[src/rtl/block_mult_scheduler_if.sv]
// Control bus between the tiled-multiply scheduler and the block RAM,
// block multiplier and 2x2 accumulator it sequences.
interface block_mult_scheduler_if #(
  parameter int AW = 8
);
  logic          start;
  logic          busy;
  logic          done;
  logic          err;
  logic [AW-1:0] a_addr;
  logic [AW-1:0] b_addr;
  logic          mul_start;
  logic          mul_done;
  logic          acc_clr;
  logic          acc_start;
  logic          acc_done;
  logic          c_we;
  logic [AW-1:0] c_addr;

  modport master (
    output start, mul_done, acc_done,
    input  busy, done, err, a_addr, b_addr, mul_start, acc_clr, acc_start,
           c_we, c_addr
  );

  modport slave (
    input  start, mul_done, acc_done,
    output busy, done, err, a_addr, b_addr, mul_start, acc_clr, acc_start,
           c_we, c_addr
  );
endinterface

[src/rtl/block_mult_scheduler.sv]
// Sequencer for C = A*B over NB x NB grids of 2x2 blocks: walks (i,j,k),
// drives block RAM addresses and the multiplier/accumulator handshakes.
module block_mult_scheduler #(
  parameter int w   = 32,
  parameter int NB  = 2,
  parameter int AW  = 8,
  parameter int TMO = 255
) (
  input  logic                  clk,
  input  logic                  reset,
  block_mult_scheduler_if.slave bus
);

  localparam int CW  = (NB > 1) ? $clog2(NB) : 1;
  localparam int WDW = ($clog2(TMO + 1) > 8) ? $clog2(TMO + 1) : 8;
  localparam logic [CW-1:0]  IDX_LAST = CW'(NB - 1);
  localparam logic [WDW-1:0] WD_LAST  = WDW'(TMO - 1);
  localparam logic [AW-1:0]  NB_A     = AW'(NB);

  if (w < 1 || NB < 1 || NB > 16 || TMO < 1 || (64'd1 << AW) < 64'(NB * NB)) begin : g_cfg_check
    $error("block_mult_scheduler: illegal parameter combination");
  end

  typedef enum logic [3:0] {
    IDLE, CLR, CLR_W, FETCH, MUL, MUL_W, ACC, ACC_W, WR, DONE
  } state_t;

  state_t         state_q, state_d;
  logic [CW-1:0]  i_q, i_d, j_q, j_d, k_q, k_d;
  logic [WDW-1:0] wd_q, wd_d;
  logic           err_q, err_d;
  logic           busy_q, done_q, mul_start_q, acc_clr_q, acc_start_q, c_we_q;

  always_comb begin
    state_d = state_q;
    i_d     = i_q;
    j_d     = j_q;
    k_d     = k_q;
    wd_d    = wd_q;
    err_d   = err_q;
    unique case (state_q)
      IDLE: if (bus.start) begin
        state_d = CLR;
        i_d     = '0;
        j_d     = '0;
        k_d     = '0;
        err_d   = 1'b0;
      end
      CLR:   state_d = CLR_W;
      CLR_W: state_d = FETCH;
      FETCH: state_d = MUL;
      MUL: begin
        state_d = MUL_W;
        wd_d    = '0;
      end
      MUL_W: begin
        if (bus.mul_done) begin
          state_d = ACC;
        end else if (wd_q == WD_LAST) begin
          // Watchdog abort: drop the partial block and park in IDLE.
          state_d = IDLE;
          err_d   = 1'b1;
          i_d     = '0;
          j_d     = '0;
          k_d     = '0;
        end else begin
          wd_d = wd_q + 1'b1;
        end
      end
      ACC: begin
        state_d = ACC_W;
        wd_d    = '0;
      end
      ACC_W: begin
        if (bus.acc_done) begin
          if (k_q != IDX_LAST) begin
            k_d     = k_q + 1'b1;
            state_d = FETCH;
          end else begin
            k_d     = '0;
            state_d = WR;
          end
        end else if (wd_q == WD_LAST) begin
          state_d = IDLE;
          err_d   = 1'b1;
          i_d     = '0;
          j_d     = '0;
          k_d     = '0;
        end else begin
          wd_d = wd_q + 1'b1;
        end
      end
      WR: begin
        if (j_q == IDX_LAST) begin
          j_d = '0;
          if (i_q == IDX_LAST) begin
            i_d     = '0;
            state_d = DONE;
          end else begin
            i_d     = i_q + 1'b1;
            state_d = CLR;
          end
        end else begin
          j_d     = j_q + 1'b1;
          state_d = CLR;
        end
      end
      DONE:    state_d = IDLE;
      default: state_d = IDLE;
    endcase
  end

  // Strobes are registered from the next state so each is high exactly
  // while the FSM sits in the matching state.
  always_ff @(posedge clk) begin
    if (!reset) begin
      state_q     <= IDLE;
      i_q         <= '0;
      j_q         <= '0;
      k_q         <= '0;
      wd_q        <= '0;
      err_q       <= 1'b0;
      busy_q      <= 1'b0;
      done_q      <= 1'b0;
      mul_start_q <= 1'b0;
      acc_clr_q   <= 1'b0;
      acc_start_q <= 1'b0;
      c_we_q      <= 1'b0;
    end else begin
      state_q     <= state_d;
      i_q         <= i_d;
      j_q         <= j_d;
      k_q         <= k_d;
      wd_q        <= wd_d;
      err_q       <= err_d;
      busy_q      <= (state_d != IDLE);
      done_q      <= (state_d == DONE);
      mul_start_q <= (state_d == MUL);
      acc_clr_q   <= (state_d == CLR);
      acc_start_q <= (state_d == ACC);
      c_we_q      <= (state_d == WR);
    end
  end

  assign bus.busy      = busy_q;
  assign bus.done      = done_q;
  assign bus.err       = err_q;
  assign bus.mul_start = mul_start_q;
  assign bus.acc_clr   = acc_clr_q;
  assign bus.acc_start = acc_start_q;
  assign bus.c_we      = c_we_q;
  assign bus.a_addr    = AW'(i_q) * NB_A + AW'(k_q);
  assign bus.b_addr    = AW'(k_q) * NB_A + AW'(j_q);
  assign bus.c_addr    = AW'(i_q) * NB_A + AW'(j_q);

endmodule

[src/flat_wrapper.sv]
// flat-port wrapper written by rule: the top's interface ports become plain ports
module block_mult_scheduler_flat 
#(
  parameter int w   = 32,
  parameter int NB  = 2,
  parameter int AW  = 8,
  parameter int TMO = 255
)
  (clk, reset, bus_start, bus_mul_done, bus_acc_done, bus_busy, bus_done, bus_err, bus_a_addr, bus_b_addr, bus_mul_start, bus_acc_clr, bus_acc_start, bus_c_we, bus_c_addr);
  block_mult_scheduler_if #(.AW(AW)) bus_i ();
  input  logic clk;
  input  logic reset;
  input wire logic [$bits(bus_i.start)-1:0] bus_start;
  input wire logic [$bits(bus_i.mul_done)-1:0] bus_mul_done;
  input wire logic [$bits(bus_i.acc_done)-1:0] bus_acc_done;
  output wire logic [$bits(bus_i.busy)-1:0] bus_busy;
  output wire logic [$bits(bus_i.done)-1:0] bus_done;
  output wire logic [$bits(bus_i.err)-1:0] bus_err;
  output wire logic [$bits(bus_i.a_addr)-1:0] bus_a_addr;
  output wire logic [$bits(bus_i.b_addr)-1:0] bus_b_addr;
  output wire logic [$bits(bus_i.mul_start)-1:0] bus_mul_start;
  output wire logic [$bits(bus_i.acc_clr)-1:0] bus_acc_clr;
  output wire logic [$bits(bus_i.acc_start)-1:0] bus_acc_start;
  output wire logic [$bits(bus_i.c_we)-1:0] bus_c_we;
  output wire logic [$bits(bus_i.c_addr)-1:0] bus_c_addr;
  assign bus_i.start = bus_start;
  assign bus_i.mul_done = bus_mul_done;
  assign bus_i.acc_done = bus_acc_done;
  assign bus_busy = bus_i.busy;
  assign bus_done = bus_i.done;
  assign bus_err = bus_i.err;
  assign bus_a_addr = bus_i.a_addr;
  assign bus_b_addr = bus_i.b_addr;
  assign bus_mul_start = bus_i.mul_start;
  assign bus_acc_clr = bus_i.acc_clr;
  assign bus_acc_start = bus_i.acc_start;
  assign bus_c_we = bus_i.c_we;
  assign bus_c_addr = bus_i.c_addr;
  block_mult_scheduler #(.w(w), .NB(NB), .AW(AW), .TMO(TMO)) u_core (.clk(clk), .reset(reset), .bus(bus_i));
endmodule
[config.mk]
export PLATFORM = sky130hd
export DESIGN_NAME = block_mult_scheduler_flat
export DESIGN_NICKNAME = d
export VERILOG_FILES = /design/src/rtl/block_mult_scheduler_if.sv /design/src/rtl/block_mult_scheduler.sv /design/src/flat_wrapper.sv
export SDC_FILE = /design/constraint.sdc
export NUM_CORES = 1
export LEC_CHECK = 0
export ABC_AREA = 0
export ABC_CLOCK_PERIOD_IN_PS = 1700
export BUFFER_PORTS_ARGS = -buffer_cell sky130_fd_sc_hd__buf_2
export CORE_MARGIN = 5
export CORE_UTILIZATION = 52
export DETAILED_ROUTE_END_ITERATION = 8
export PLACE_DENSITY = 0.86
export SLEW_MARGIN = 20
export SYNTH_ARGS = -nofsm -noshare
export SYNTH_HDL_FRONTEND = slang
export SYNTH_SLANG_ARGS = --single-unit
[constraint.sdc]
create_clock -name clk -period 1.7 [get_ports clk]
set_input_delay 0.51 -clock clk [delete_from_list [all_inputs] [get_ports clk]]
set_output_delay 0.51 -clock clk [all_outputs]
set_load 0.02 [all_outputs]
Yosys cells after proc, flatten, opt, wreduce, memory -nomap -nowiden
Index checks and enable logic that the tools add are counted.
{"block": "totals", "word_cells": 81, "inputBits": 5, "reg_bits": 22, "output_inout_bits": 31}
{"block": "op_classes", "reduce_logical": 11, "add_sub_neg": 7, "mux": 33, "eq_ne": 18}
{"op": "4-bit case mux with 9 select lines", "n": 1}
{"op": "4-bit 2-to-1 mux", "n": 7}
{"op": "4-bit by 3-bit == test with 1-bit output (second input constant)", "n": 6}
{"op": "8-bit 2-to-1 mux", "n": 3}
{"op": "8-bit case mux with 3 select lines", "n": 1}
{"op": "1-bit 2-to-1 mux", "n": 17}
{"op": "4-bit == test (second input constant)", "n": 3}
{"op": "2-bit by 1-bit adder with 3-bit output", "n": 3}
{"op": "8-bit by 1-bit adder with 8-bit output (second input constant)", "n": 1}
{"op": "4-bit by 1-bit == test with 1-bit output (second input constant)", "n": 2}
{"op": "4-bit by 2-bit == test with 1-bit output (second input constant)", "n": 2}
{"op": "8-bit == test (second input constant)", "n": 1}
{"op": "1-bit case mux with 4 select lines", "n": 2}
{"op": "4-bit AND reduction", "n": 2}
{"op": "4-bit nonzero test", "n": 2}
{"op": "2-bit != test (second input constant)", "n": 3}
{"op": "1-bit case mux with 3 select lines", "n": 2}
{"op": "3-bit AND reduction", "n": 2}
{"op": "3-bit nonzero test", "n": 2}
{"op": "5-bit AND reduction", "n": 1}
{"op": "4-bit logical NOT", "n": 1}
{"op": "1-bit adder (second input constant)", "n": 3}
{"op": "2-bit by 1-bit != test with 1-bit output (second input constant)", "n": 1}
{"op": "2-bit OR reduction", "n": 1}

Depth between registers and ports, before layout
Gate-level depths: netlist (run 1).
{"block": "logic_depth", "ltp_word": 5, "depth_mapped": 7, "ltp_nobuf": 7}

Worst setup path after synthesis (run 1)
Ideal clock, no wire load.
{"block": "synth_path", "kind": "reg-to-reg", "startpoint": "register u_core.wd_q[0]", "endpoint": "register u_core.wd_q[0]", "n_path_buf": 0, "arrival_time_ns": 1.490, "t_required_ns": 1.638, "path_slack_ns": 0.147, "stages_incl_launch_ff": 8, "period_less_slack_ns": 1.553, "setup_time_ns": 0.062, "path_cell_list": "dfxtp_1 -> inv_1 -> ha_1 -> nand3_2 -> nor2_1 -> or3_4 -> mux2_2 -> nor2_2"}
{"block": "synth_between", "elab_chain_len": 4, "word_cells_on_any_way": 6}
{"element": "start, declared", "line_no": "block_mult_scheduler.sv:30", "rtl": "logic [WDW-1:0] wd_q, wd_d;"}
{"element": "start signal, assigned", "line_no": "block_mult_scheduler.sv:134", "rtl": "wd_q <= wd_d;"}
{"element": "8-bit by 1-bit adder with 8-bit output / 8-bit == test (equally long branches)"}
{"element": "8-bit 2-to-1 mux *", "line_no": "block_mult_scheduler.sv:59, block_mult_scheduler.sv:83"}
{"element": "8-bit 2-to-1 mux (on tied branches)", "line_no": "block_mult_scheduler.sv:75, block_mult_scheduler.sv:57"}
{"element": "8-bit case mux with 3 select lines *", "line_no": "block_mult_scheduler.sv:41", "rtl": "unique case (state_q)"}
Mark *: on every way between the ends. The rest lies on a longest branch, timed or not. The select of a mux whose other input is x is not followed.
A chain may end at the register's enable or synchronous reset.

Final worst setup path (run 1)
{"block": "layout_path", "startpoint": "register u_core.wd_q[0]", "endpoint": "register u_core.acc_start_q (netlist: u_core.bus.acc_start)"}
{"block": "layout_between", "elab_chain_len": 5, "word_cells_on_any_way": 6}
{"element": "8-bit == test *", "line_no": "block_mult_scheduler.sv:59, block_mult_scheduler.sv:83"}
{"element": "4-bit 2-to-1 mux *", "line_no": "block_mult_scheduler.sv:59, block_mult_scheduler.sv:83"}
{"element": "4-bit 2-to-1 mux (on tied branches)", "line_no": "block_mult_scheduler.sv:75, block_mult_scheduler.sv:57"}
{"element": "4-bit case mux with 9 select lines *", "line_no": "block_mult_scheduler.sv:41"}
{"element": "4-bit by 3-bit == test with 1-bit output *", "line_no": "block_mult_scheduler.sv:140", "rtl": "acc_start_q <= (state_d == ACC);"}
{"element": "end signal, assigned", "line_no": "block_mult_scheduler.sv:140"}
{"element": "end, declared", "line_no": "block_mult_scheduler.sv:32", "rtl": "logic busy_q, done_q, mul_start_q, acc_clr_q, acc_start_q, c_we_q;"}
Mark *: on every way between the ends. The rest lies on a longest branch, timed or not.

==> results of run 1 <==
[layout by cell type (no fill, tap or decap), types with 2 or more instances in the layout]
cell type,n
nand3_1,4
inv_1,9
o21ai_0,4
nor2_1,16
a21oi_1,7
buf_4,16
nor3_1,4
o21a_1,2
xnor2_1,4
dfxtp_1,19
nand2b_1,2
nor3_4,3
and2_1,4
a31oi_1,2
nor2b_1,2
mux2_2,2
nor4_1,4
buf_2,17
nor3b_1,2
dfxtp_2,3
nand2_1,8
clkbuf_4,3
nand2b_4,2
conb_1,18
o21ai_1,2
and3b_1,2
or2_1,2
[cell usage after synthesis, types with 2 or more instances]
cell and number:
inv_1 9, nor4_1 5, xnor2_1 4, buf_4 25, nor3b_1 2, o21ai_1 2
or2_1 2, dfxtp_1 22, nor3_2 2, nand2b_1 2, mux2_2 2, o21ai_0 4
a21oi_1 7, o21a_1 2, nand2b_4 2, clkbuf_1 2, nor2_1 16, a31oi_1 2
nand2_1 8, nand3_1 4, and2_1 4, and3b_1 2, buf_6 2, ha_1 2
nor3_1 4, nor2b_1 2
[cells by family (layout without fill, tap and decap cells)]
logic type	count (synthesis)	count (layout)	synth area share, %
muxes	2	2	1.60
xor gates and xnor gates	4	4	2.50
other	1	18	0.267
adders and majority gates	2	2	1.78
AOI/OAI and AO/OA	29	29	13.8
buffers and inverters	39	47	18.2
DFF	22	22	31.4
and+or+nand+nor	66	66	30.5
[timing repair]
action,in CTS,in global routing
gates cloned,0,0
hold endpoints to repair,0,0
pin swaps,0,2
gates resized for setup,2,7
buffers inserted,0,2
endpoints found under the setup margin,2,11
[through the flow]
stage	power, mW	area [um^2]	worst slack (ns)	utilization, %
3_3_place_gp	0.729	1480	0.0629	58.6
6_report	1.14	1590	0.0104	62.8
5_1_grt	1.19	1590	-0.0323	62.8
4_1_cts	1.13	1540	0.0273	61.0
3_5_place_dp	0.734	1480	-0.00157	58.6
2_1_floorplan	0.725	1470	0.147	-
[sequential cells by signal, indices dropped and copies added (netlist names)]
signal,cells
u_core.bus.acc_clr,1
u_core.bus.c_we,1
u_core.bus.mul_start,1
u_core.j_q,1
u_core.k_q,1
u_core.wd_q,8
u_core.bus.busy,1
u_core.state_q,4
u_core.bus.err,1
u_core.i_q,1
u_core.bus.acc_start,1
u_core.bus.done,1
[power groups by stage]
stage | logic (mW) | clock network (mW) | registers (mW)
3_3_place_gp | 0.176 | 0 | 0.554
5_1_grt | 0.211 | 0.431 | 0.547
2_1_floorplan | 0.172 | 0 | 0.553
6_report | 0.192 | 0.403 | 0.544
3_5_place_dp | 0.179 | 0 | 0.554
4_1_cts | 0.180 | 0.406 | 0.543
[routing by layer]
metal  track usage (%)  share of wire (%)
met1              21.6                 40
met2              27.2                 49
met3              1.65                8.6
met4              9.09                3.1
met5                 0                  0
[how the worst max path moves through the flow]
stage,from,endpoint,slack (ns)
final,u_core.wd_q[0],u_core.bus.acc_start,0.01
after global routing,u_core.wd_q[0],u_core.bus.acc_start,-0.03
after floorplan,u_core.wd_q[0],u_core.wd_q[0],0.15
after detailed placement,bus_mul_done,u_core.wd_q[6],-0.002
after CTS,u_core.wd_q[0],u_core.wd_q[0],0.03
after global placement,bus_mul_done,u_core.wd_q[6],0.06
[worst reg2reg max path: cells and delay by family, from the launching register on]
| family | cells | cell delay, ns |
|---|---|---|
| adder cells (fa/ha/maj) | 1 | 0.19 |
| AND/OR/NAND/NOR | 3 | 0.28 |
| buffers and inverters | 2 | 0.24 |
| flip-flops | 1 | 0.34 |
| AO/OA/AOI/OAI | 2 | 0.52 |
[area by class of cell]
| type | count | area, um^2 |
|---|---|---|
| Clock buffer | 3 | 22.5 |
| Clock inverter | 1 | 30.0 |
| Fill cell | 208 | 937 |
| Inverter | 10 | 37.5 |
| Multi-Input combinational cell | 121 | 808 |
| Sequential cell | 22 | 444 |
| Tap cell | 30 | 37.5 |
| Timing Repair Buffer | 33 | 205 |
==> impl_metrics.env, run 1 <==
export IMPL_p_switching_mw=0.306
export IMPL_grt_pass1_wl_mm=4.78
export IMPL_crit_type="flip-flop to flip-flop"
export IMPL_die_area_um2=3840
export IMPL_die_height_um=62.0
export IMPL_leakagePower_nw=0.726
export IMPL_drv_slew=0
export IMPL_finalSetupViolCount=0
export IMPL_whs_path_depth=2
export IMPL_internal_power_mw=0.833
export IMPL_synthCells=165
export IMPL_fin_nets=198
export IMPL_syn_to_final_growth_pct=12.9
export IMPL_synth_main_ff_cell="dfxtp_1"
export IMPL_critPathArrivalTime_ns=1.90
export IMPL_end_kind="flip-flop"
export IMPL_cts_sinks=22
export IMPL_hp_start="u_core.bus.err"
export IMPL_post_route_min_period_ns=1.69
export IMPL_seqPwrFrac_pct=47.8
export IMPL_avgSynthCellArea_um2=8.51
export IMPL_cpPeakStageDelay_ns=0.34
export IMPL_cp_start_kind="flip-flop"
export IMPL_fin_hold_ws_ns=0.503
export IMPL_regToRegSetupSlack_ns=0.01
export IMPL_synth_top_area_share_pct=31.4
export IMPL_yosys_area_top_type="dfxtp_1"
export IMPL_drive_gt1_share_pct=30.0
export IMPL_insertedDiodeCount=0
export IMPL_cts_tree="done"
export IMPL_wirelength_mm=3.19
export IMPL_cts_hold_buf=0
export IMPL_drt_pass1_iter_count=4
export IMPL_htree_levels=1
export IMPL_ys_ff_latch=22
export IMPL_clkSlewWorstSetupHoldPaths_ns=0.13
export IMPL_antenna_found_initial=0
export IMPL_grt_overflow_total=0
export IMPL_status="finished clean"
export IMPL_switching_share_pct=26.8
export IMPL_cts_root_buf="clkbuf_4"
export IMPL_cts_made_buffers=3
export IMPL_path_delay_family="compound AO/OA/AOI/OAI gates"
export IMPL_viasPerCell=5.45
export IMPL_wl_per_cell_um=14.5
export IMPL_p_per_area_nw_per_um2=719
export IMPL_die_width_um=62.0
export IMPL_rows=18
export IMPL_crit_fanout=3
export IMPL_async_reset_ff_share_pct=0
export IMPL_syn_cell_area_um2=1400
export IMPL_finalCritPeriodShare_pct=99.4
export IMPL_cp_buffers_inverters=2
export IMPL_vias=1200
export IMPL_skew_ns=0.00754
export IMPL_clkPwrFrac_pct=35.4
export IMPL_cp_required_ns=1.92
export IMPL_ant_nets=0
export IMPL_place_congestion=0.973
export IMPL_start_util_pct=55.7
export IMPL_grt_max_degree=14
export IMPL_hpwl_mm=2.37
export IMPL_cts_buffer_depth=2
export IMPL_min_to="u_core.bus.err"
export IMPL_num_io_pins=36
export IMPL_max_clock_freq_ghz=0.592
export IMPL_clock_latency_ns=0.32
export IMPL_io_buffers=17
export IMPL_power_share_combinational_pct=16.9
export IMPL_path_cells="inv_1 -> ha_2 -> nand3_4 -> buf_4 -> o211ai_1 -> o31a_1 -> nand2b_4 -> nor4_1"
export IMPL_setup_tns_ns=0
export IMPL_yosys_warnings=0
export IMPL_r2r_cells=8
export IMPL_grt_pass1_vias=1070
export IMPL_slowest_stage="dfxtp_2"
export IMPL_dp_cells=214
export IMPL_drv_cap=0
export IMPL_hold_viol=0
export IMPL_worstReg2RegStart="u_core.wd_q[0]"
export IMPL_hold_path_class="flip-flop to flip-flop"
export IMPL_path_depth=8
export IMPL_initialDrtViolationCount=68
export IMPL_vdd_ir_drop_max_v=0.000542
export IMPL_r2r_end="u_core.bus.acc_start"
export IMPL_grt_usage_pct=16.7
export IMPL_core_um2=2520
export IMPL_synth_area_top_cells="dfxtp_1, buf_4, nor2_1, a21oi_1, xnor2_1"
export IMPL_synth_edff_count=0
export IMPL_ys_types=51
export IMPL_stdcell_count=220
export IMPL_drc=0
export IMPL_ys_seq_area_share_pct=31.4
No activity file was read; power rests on OpenSTA's default activity.
==> run 2, diff against run 1 <==
Settings changed: BUFFER_PORTS_ARGS -buffer_cell sky130_fd_sc_hd__buf_2 to -buffer_cell sky130_fd_sc_hd__buf_4, CORE_ASPECT_RATIO set to 2, MAX_ROUTING_LAYER set to met4.
==> impl_metrics.env, run 2 (same netlist as run 1, synthesis figures left out) <==
export IMPL_cts_made_buffers=3
export IMPL_num_io_pins=36
export IMPL_rows=26
export IMPL_r2r_cells=8
export IMPL_min_to="u_core.bus.err"
export IMPL_antenna_found_initial=0
export IMPL_cts_sinks=22
export IMPL_wl_met3_um=104
export IMPL_cp_required_ns=1.87
export IMPL_reg_top3="u_core.wd_q: 8 flops, u_core.state_q: 4 flops"
export IMPL_cts_root_buf="clkbuf_8"
export IMPL_die_width_um=46.7
export IMPL_drv_cap=0
export IMPL_place_congestion=0.969
export IMPL_worst_slack_ns=0.0865
export IMPL_fin_nets=190
export IMPL_power_share_combinational_pct=16.3
export IMPL_die_height_um=83.5
export IMPL_die_area_um2=3900
export IMPL_ant_nets=0
export IMPL_regToRegSetupSlack_ns=0.09
export IMPL_viasPerCell=5.60
export IMPL_path_delay_family="simple AND/OR/NAND/NOR gates"
export IMPL_max_clock_freq_ghz=0.620
export IMPL_rsz0062_at_grt="no"
export IMPL_seqCellArea_um2=447
export IMPL_syn_to_final_growth_pct=11.1
export IMPL_htree_levels=1
export IMPL_end_kind="flip-flop"
export IMPL_dp_slack_ns=0.00945
export IMPL_finalSetupViolCount=0
export IMPL_vias=1176
export IMPL_mostFrequentLayoutCell="buf_4"
export IMPL_hp_start="u_core.bus.err"
export IMPL_seqPwrFrac_pct=49.6
export IMPL_crit_fanout=5
export IMPL_p_per_area_nw_per_um2=712
export IMPL_drive_gt1_share_pct=28.0
export IMPL_cpPeakStageDelay_ns=0.39
export IMPL_dpl_cell_area_um2=1460
export IMPL_switching_share_pct=28.1
export IMPL_wl_per_cell_um=16.1
export IMPL_wl_met2_mm=2.07
export IMPL_clkSlewWorstSetupHoldPaths_ns=0.08
export IMPL_largest_reg_flops=8
export IMPL_fill_cells=229
export IMPL_leakagePower_nw=0.689
export IMPL_cts_buffer_depth=2
export IMPL_met1Wirelength_mm=1.07
export IMPL_slowest_stage="nor4_1"
export IMPL_cp_buffers_inverters=2
export IMPL_top_layer="met4"
export IMPL_whs_path_depth=2
export IMPL_hold_viol=0
export IMPL_multiInputGateArea_um2=798
export IMPL_final_util_pct=60.7
export IMPL_internal_power_mw=0.799
export IMPL_clkPwrFrac_pct=34.1
export IMPL_finalCritPeriodShare_pct=94.9
export IMPL_cp_start_kind="flip-flop"
export IMPL_setup_tns_ns=0
export IMPL_hold_path_class="flip-flop to flip-flop"
export IMPL_final_area_um2=1560
export IMPL_grt_pass1_vias=1249
export IMPL_grt_overflow_total=0
export IMPL_clock_latency_ns=0.27
export IMPL_drt_pass1_iter_count=4
export IMPL_largest_register="u_core.wd_q"
export IMPL_most_common_layout_cells="buf_4, conb_1, dfxtp_1"
export IMPL_post_route_min_period_ns=1.61
export IMPL_grt_max_degree=15
export IMPL_wirelength_mm=3.39
export IMPL_grt_usage_pct=19.3
export IMPL_initialDrtViolationCount=29
export IMPL_status="finished clean"
export IMPL_hpwl_mm=2.61
export IMPL_io_buffers=17
export IMPL_path_cells="inv_2 -> ha_4 -> nand3_4 -> nor3_4 -> buf_4 -> nor4_1 -> xnor2_1 -> nor2_1"
export IMPL_start_util_pct=54.6
export IMPL_r2r_end="u_core.wd_q[2]"
export IMPL_skew_ns=0.00176
export IMPL_core_um2=2570
export IMPL_critPathArrivalTime_ns=1.78
export IMPL_crit_type="flip-flop to flip-flop"
export IMPL_grt_pass1_wl_mm=5.56
export IMPL_insertedDiodeCount=0
export IMPL_drc=0
export IMPL_drv_slew=0
export IMPL_worstReg2RegStart="u_core.wd_q[0]"
export IMPL_p_switching_mw=0.313
export IMPL_vdd_ir_drop_max_v=0.000545
export IMPL_cts_tree="done"
-- run 2: cell count changes in the layout (fill, tap and decap cells not counted), sizes merged --
cell / delta
buf: -8
bufinv: -1
clkbuf: +1
-- run 2: worst min-delay path, delay by kind of cell (launching register included) --
family / cells / cell delay (ns)
compound gates: 1 / 0.05
flops: 1 / 0.34
simple gates: 1 / 0.08
-- run 2: layout make-up --
class,instances,share of cell area (%)
Clock buffer,4,3.53
Inverter,10,2.41
Multi-Input combinational cell,121,51.2
Sequential cell,22,28.6
Tap cell,28,2.25
Timing Repair Buffer,25,12.0
-- run 2: worst max-delay path by stage --
| stage | startpoint | end | slack, ns | cells past startpoint |
|---|---|---|---|---|
| after floorplan | u_core.wd_q[0] | u_core.wd_q[0] | 0.15 | 7 |
| after global placement | u_core.state_q[2] | u_core.wd_q[7] | 0.04 | 6 |
| after detailed placement | u_core.state_q[2] | u_core.wd_q[7] | 0.009 | 6 |
| after CTS | u_core.state_q[0] | u_core.wd_q[6] | 0.009 | 5 |
| after global routing | u_core.state_q[0] | u_core.bus.c_we | 0.01 | 5 |
| final | u_core.wd_q[0] | u_core.wd_q[2] | 0.09 | 8 |
-- run 2: per-stage QoR --
stage | instances | total power, mW | hold WS [ns]
6_report | 210 | 1.11 | 0.507
5_1_grt | 210 | 1.16 | 0.551
4_1_cts | 208 | 1.11 | 0.511
3_5_place_dp | 204 | 0.735 | 0.492
3_3_place_gp | 204 | 0.732 | 0.476
2_1_floorplan | 182 | 0.725 | 0.475
-- run 2: repair_timing --
action,CTS,global route
endpoints found under the setup margin,1,14
resized for setup,1,9
pin swaps,0,3
hold buffers,0,0
setup buffers,0,2
-- run 2: power groups by stage --
stage / registers [mW] / logic (mW) / clock network (mW)
detailed placement: 0.560 / 0.176 / 0
floorplan: 0.553 / 0.172 / 0
CTS: 0.548 / 0.177 / 0.386
global placement: 0.559 / 0.173 / 0
global route: 0.553 / 0.195 / 0.410
finish: 0.551 / 0.181 / 0.379
-- run 2: layer usage --
metal  global-route usage, %  vias to the layer above
met2                    34.8                       36
met1                    17.6                      568
met4                    9.32                        0
met5                       -                        -
li1                        -                      556
met3                    3.89                       16
